==> config.mk <==
export PLATFORM = sky130hd
export DESIGN_NAME = stream_mux_n
export DESIGN_NICKNAME = d
export VERILOG_FILES = /design/src/rtl/stream_mux_pkg.sv /design/src/rtl/stream_mux_n_rr_pick.sv /design/src/rtl/stream_mux_n.sv
export SDC_FILE = /design/constraint.sdc
export NUM_CORES = 1
export LEC_CHECK = 0
export CAP_MARGIN = 40
export CORE_MARGIN = 2
export CORE_UTILIZATION = 32
export DETAILED_ROUTE_END_ITERATION = 7
export PLACE_DENSITY_LB_ADDON = 0.08
export SLEW_MARGIN = 30
export SYNTH_ARGS = -nofsm -noshare
export SYNTH_HDL_FRONTEND = slang
export SYNTH_SLANG_ARGS = --single-unit
==> constraint.sdc <==
create_clock -name clk -period 2.4 [get_ports clk]
set_input_delay 0.72 -clock clk [delete_from_list [all_inputs] [get_ports clk]]
set_output_delay 0.72 -clock clk [all_outputs]
set_load 0.005 [all_outputs]
==> src/rtl/stream_mux_pkg.sv <==
// Shared definitions for the stream_mux_n slice.
//   STREAM_MUX_MODE_SEL / STREAM_MUX_MODE_RR : values for the MODE parameter.
//   clog2_min1(n)                            : ceil(log2(n)), never below 1; sizes the select.
package stream_mux_pkg;

  localparam int unsigned STREAM_MUX_MODE_SEL = 0;
  localparam int unsigned STREAM_MUX_MODE_RR  = 1;

  function automatic int unsigned clog2_min1(input int unsigned n);
    int unsigned r;
    r = 0;
    while ((1 << r) < n) begin
      r++;
    end
    return (r < 1) ? 1 : r;
  endfunction

endpackage

==> src/rtl/stream_mux_n_rr_pick.sv <==
// rr_pick: combinational round-robin picker.
// Ports:
//   req     in  N   request vector
//   ptr     in  SW  search start index (always < N)
//   gnt_idx out SW  first requesting index at or after ptr, wrapping N-1 -> 0;
//                   equals ptr when nothing requests
//   any     out 1   at least one request present
module rr_pick
  import stream_mux_pkg::*;
#(
  parameter int unsigned N  = 4,
  localparam int unsigned SW = clog2_min1(N)
) (
  input  logic [N-1:0]  req,
  input  logic [SW-1:0] ptr,
  output logic [SW-1:0] gnt_idx,
  output logic          any
);

  // Walk offsets from farthest to nearest so the nearest request overwrites last.
  always_comb begin
    int idx;
    idx     = 0;
    gnt_idx = ptr;
    any     = 1'b0;
    for (int k = int'(N) - 1; k >= 0; k--) begin
      idx = int'(ptr) + k;
      if (idx >= int'(N)) begin
        idx = idx - int'(N);
      end
      if (req[idx]) begin
        gnt_idx = SW'(idx);
        any     = 1'b1;
      end
    end
  end

endmodule

==> src/rtl/stream_mux_n.sv <==
// stream_mux_n: N-to-1 valid/ready stream multiplexer with a registered output stage.
// Channel choice is either the sel input (MODE 0) or round-robin over valid inputs (MODE 1).
// Optional feature macro: STREAM_MUX_SEL_CHECK_EN -- registers sel_err for an out-of-range
// (or, in simulation, X/Z) sel in MODE 0; without it sel_err is tied low.
// Ports:
//   clk, rst   clock; synchronous active-high reset
//   in_data    N*W  channel i at [i*W +: W]
//   in_valid   N    per-channel valid
//   in_ready   N    per-channel ready, combinational, at most one bit set
//   sel        SW   channel select (MODE 0 only)
//   out_data   W    registered output word
//   out_valid  1    registered output valid
//   out_ready  1    consumer ready
//   sel_err    1    registered out-of-range select flag
module stream_mux_n
  import stream_mux_pkg::*;
#(
  parameter int unsigned N    = 4,
  parameter int unsigned W    = 8,
  parameter int unsigned MODE = STREAM_MUX_MODE_SEL,
  localparam int unsigned SW  = clog2_min1(N)
) (
  input  logic           clk,
  input  logic           rst,
  input  logic [N*W-1:0] in_data,
  input  logic [N-1:0]   in_valid,
  output logic [N-1:0]   in_ready,
  input  logic [SW-1:0]  sel,
  output logic [W-1:0]   out_data,
  output logic           out_valid,
  input  logic           out_ready,
  output logic           sel_err
);

  localparam logic [SW:0] NLim = (SW + 1)'(N);

  logic [W-1:0]  out_data_q, out_data_d;
  logic          out_valid_q, out_valid_d;
  logic [SW-1:0] ptr_q, ptr_d;

  logic          load;
  logic [SW-1:0] cand;
  logic          cand_ok;
  logic          cand_valid;
  logic [W-1:0]  cand_data;
  logic          ready_en;
  logic          grant;
  logic          sel_in_range;
  logic          sel_ok;
  logic [SW-1:0] rr_idx;

  assign load = !out_valid_q || out_ready;

  // Range check only exists when N leaves unused codes in sel.
  if (N == (1 << SW)) begin : g_sel_full
    assign sel_in_range = 1'b1;
  end else begin : g_sel_part
    assign sel_in_range = ({1'b0, sel} < NLim);
  end

`ifdef STREAM_MUX_SEL_CHECK_EN
  logic sel_x;
  logic sel_err_q, sel_err_d;

`ifndef SYNTHESIS
  assign sel_x = $isunknown(sel);
`else
  assign sel_x = 1'b0;
`endif

  assign sel_ok    = sel_in_range && !sel_x;
  assign sel_err_d = (MODE == STREAM_MUX_MODE_SEL) && load && !sel_ok;

  always_ff @(posedge clk) begin
    if (rst) begin
      sel_err_q <= 1'b0;
    end else begin
      sel_err_q <= sel_err_d;
    end
  end

  assign sel_err = sel_err_q;
`else
  assign sel_ok  = sel_in_range;
  assign sel_err = 1'b0;
`endif

  if (MODE == STREAM_MUX_MODE_RR) begin : g_rr
    logic unused_rr;
    logic rr_any;

    rr_pick #(
      .N(N)
    ) u_rr_pick (
      .req     (in_valid),
      .ptr     (ptr_q),
      .gnt_idx (rr_idx),
      .any     (rr_any)
    );

    // With nothing valid the picker parks on ptr, so in_ready still offers that channel.
    assign cand      = rr_idx;
    assign cand_ok   = 1'b1;
    assign unused_rr = ^{sel, sel_ok, rr_any};
  end else begin : g_sel
    logic unused_ptr;
    assign rr_idx     = '0;
    assign cand       = sel;
    assign cand_ok    = sel_ok;
    assign unused_ptr = ^{ptr_q, rr_idx};
  end

  // Decode by comparison so an out-of-range cand never indexes past the vectors.
  always_comb begin
    cand_valid = 1'b0;
    cand_data  = '0;
    for (int i = 0; i < int'(N); i++) begin
      if (cand == SW'(i)) begin
        cand_valid = in_valid[i];
        cand_data  = in_data[i*W +: W];
      end
    end
  end

  assign ready_en = load && cand_ok && !rst;
  assign grant    = ready_en && cand_valid;

  always_comb begin
    in_ready = '0;
    for (int i = 0; i < int'(N); i++) begin
      in_ready[i] = ready_en && (cand == SW'(i));
    end
  end

  always_comb begin
    out_data_d  = out_data_q;
    out_valid_d = out_valid_q && !out_ready;
    ptr_d       = ptr_q;
    if (grant) begin
      out_data_d  = cand_data;
      out_valid_d = 1'b1;
      if (MODE == STREAM_MUX_MODE_RR) begin
        ptr_d = (cand == SW'(N - 1)) ? '0 : cand + SW'(1);
      end
    end
  end

  always_ff @(posedge clk) begin
    if (rst) begin
      out_data_q  <= '0;
      out_valid_q <= 1'b0;
      ptr_q       <= '0;
    end else begin
      out_data_q  <= out_data_d;
      out_valid_q <= out_valid_d;
      ptr_q       <= ptr_d;
    end
  end

  assign out_data  = out_data_q;
  assign out_valid = out_valid_q;

endmodule

==> metrics.md <==
| Metric | Value |
|---|---|
| Yosys cell types | 21 |
| Critical path's top delay family | buffers and inverters |
| Worst hold path type | flop to flop |
| Final Max Tran Viols | 0 |
| RSZ-0062 raised after global routing | false |
| Synth Warn # | 0 |
| Share of layout cells above drive strength 1 | 17.2% |
| Syn_nets | 109 |
| Top-area cell type share of the netlist area | 26.2% |
| Worst vdd ir | 0.262 mV |
| Cell total after placement | 145 |
| Pre-CTS WS | -0.433 ns |
| Nature of the critical path endpoint | output pin |
| H-Tree Depth | 1 |
| Initial DRC count | 6 |
| CP peak stage delay | 0.32 ns |
| CP Launch Point | rst |
| Die Ht | 50.3 µm |
| Syn-to-layout area delta | 85.2% |
| Mapped Area | 687 µm² |
| Hold-fix buffers at CTS | 0 |
| Setup bufs post-CTS | 0 |
| Setup_tns | 0 ns |
| Wire per inst | 12.8 µm |
| CTS Sinks | 9 |
| Yosys top cell by area | dfxtp_1 |
| Starting density of the core | 34.3% |
| Seq/Total Area, Yosys | 26.2% |
| DR pass1 iterations | 4 |
| Critical path arrival | 1.62 ns |
| Die Width | 50.3 µm |
| Clock Skew | 0.00296 ns |
| CTS tree | done |
| Hold Path Depth | 3 |
| Initial antenna violation count | 0 |
| Outcome | completed |
| CTS clk-pin slew, worst paths | 0.06 ns |
| Clk buf depth | 2 |
| Reg2reg start | out_valid |
| Root buffer cell | clkbuf_4 |
| Number of global-route vias before repair | 729 |
| Number of port buffers | 53 |
| Worst R2R Path Depth | 4 |
| IO Count | 55 |
| Reg2Reg Setup Slack | 1.33 ns |
| Finished Cell Area | 1270 µm² |
| Final GP Congestion | 0.707 |
| GRT Total Usage | 16.2% |
| Placed cell areas | 1250 µm² |
| Final wirelength | 1910 µm |
| Final hold vios | 0 |
| Critical Path End | in_ready[0] |
| Top cell by count, worst path | dlygate4sd2_1 |
| CTS buffer count | 3 |
| Lkg Pwr | 0.465 nW |
| Mapped Cells | 68 |
| DIE AREA | 2530 µm² |
| CP Launch Type | input port |
| Detail Placement HPWL | 1590 µm |
| Worst-skew pair later-pin latency | 0.26 ns |
| Gr ovfl total | 0 |
| Synth Register Bits | 9 |
| Critical-path top delay cell | nor4_1 |
| Data required, critical path | 1.68 ns |
| Achievable frequency | 0.428 GHz |
| Fin cells | 149 |
| Post-Syn Area per Cell | 10.1 µm² |
| Via count | 770 |
| Number of vias per cell | 5.17 |
| Most frequent cells in the layout | 45 x clkdlybuf4s50_1, 9 x dfxtp_1, 8 x nand4_1, 8 x inv_1, 8 x a31o_1 |
| Crit Path Class | input port to output pin |
| Largest net degree at the start of global routing | 18 |
| Antenna fix cells | 0 |
| Synth area leaders | dfxtp_1 26%, mux4_2 23%, a31o_1 10% |
| Crit path time final | 2.34 ns |
| Placement row count | 16 |
| Final Worst Setup Slack | 0.0627 ns |
| CP cell instances | dlygate4sd2_1 > nor4_1 > dlygate4sd2_1 |
| Core footprint | 2000 µm² |
| Total of max-cap violations | 0 |
| Nets | 164 |
| Post-route ant nets | 0 |
| Commonest non-fill, non-tap cell in the layout | clkdlybuf4s50_1 |
| Final period util | 97.4% |
| Pwr Density | 361 nW/µm² |
| Critical path depth | 3 |
| Crit path buf inv count | 2 |
| R2r endpoint | out_data[7] |
| Setup-failing EPs final | 0 |
| Drt drc | 0 |
| Global-route wire length before repair | 3110 µm |
| Crit path max fanout | 5 |
| Fin util | 63.6% |
[worst register-to-register path: stages (launching register included)]
cell and delay (ns):
dfxtp_1 0.39, nand2b_4 0.07, buf_4 0.19, a31o_1 0.22, a21oi_1 0.14
[what timing repair did]
action	CTS	global route
endpoints found under the hold margin	0	0
resized for setup	18	0
endpoints found under the setup margin	12	0
[worst min path at each step]
stage | start | endpoint | slack, ns
final | out_data[1] | out_data[1] | 0.53
after CTS | out_data[2] | out_data[2] | 0.54
after floorplan | out_data[0] | out_data[0] | 0.53
after global routing | out_data[1] | out_data[1] | 0.55
after global placement | out_data[1] | out_data[1] | 0.52
after detailed placement | out_data[1] | out_data[1] | 0.53
[per-stage QoR]
step	hold WS, ns	power (W)
floorplan	0.528	0.000246
global placement	0.517	0.000346
detailed placement	0.527	0.000349
CTS	0.536	0.000465
global route	0.551	0.000487
finish	0.531	0.000459
[cell usage after synthesis (all sizes together)]
cell type / number
a31o: 8
and4: 1
nor2: 2
clkbuf: 4
buf: 4
nor2b: 1
nand2b: 1
nor4b: 2
dfxtp: 9
conb: 1
nor4: 1
inv: 8
mux4: 9
nand4: 8
clkinv: 1
a21oi: 8
[report_power, final]
| part | internal, W | switching, W |
|---|---|---|
| combinational | 0.000118 | 0.0000587 |
| clock | 0.0000640 | 0.0000522 |
| sequential | 0.000160 | 0.00000616 |
[flip-flops by register name, indices dropped and copies added (netlist names)]
signal     flops
out_data       8
out_valid      1
[metal layers]
layer  track usage [%]  up-vias  part of all wire (%)
met3              3.57        2                   7.6
met4              5.41        0                   1.3
met2              28.3       43                    50
met1              19.5      351                    41
met5                 0        -                     0
li1                  -      374                     -
[cell families after synthesis]
family                 after synthesis  synth area share (%)
and+or+nand+nor                     16                  14.9
buffers and inverters               17                  11.1
DFF                                  9                  26.2
AOI/OAI and AO/OA                   16                  16.6
other                                1                 0.546
muxes                                9                  30.6
[area by class of cell]
type                    instances  area (µm²)
fillers                       179         729
repair buffers                 58         552
multi-input cells              42         447
flip-flops and latches          9         180
inverters                       9        33.8
well taps                      27        33.8
clock buffers                   4        26.3
(Power assumes the default switching activity.)
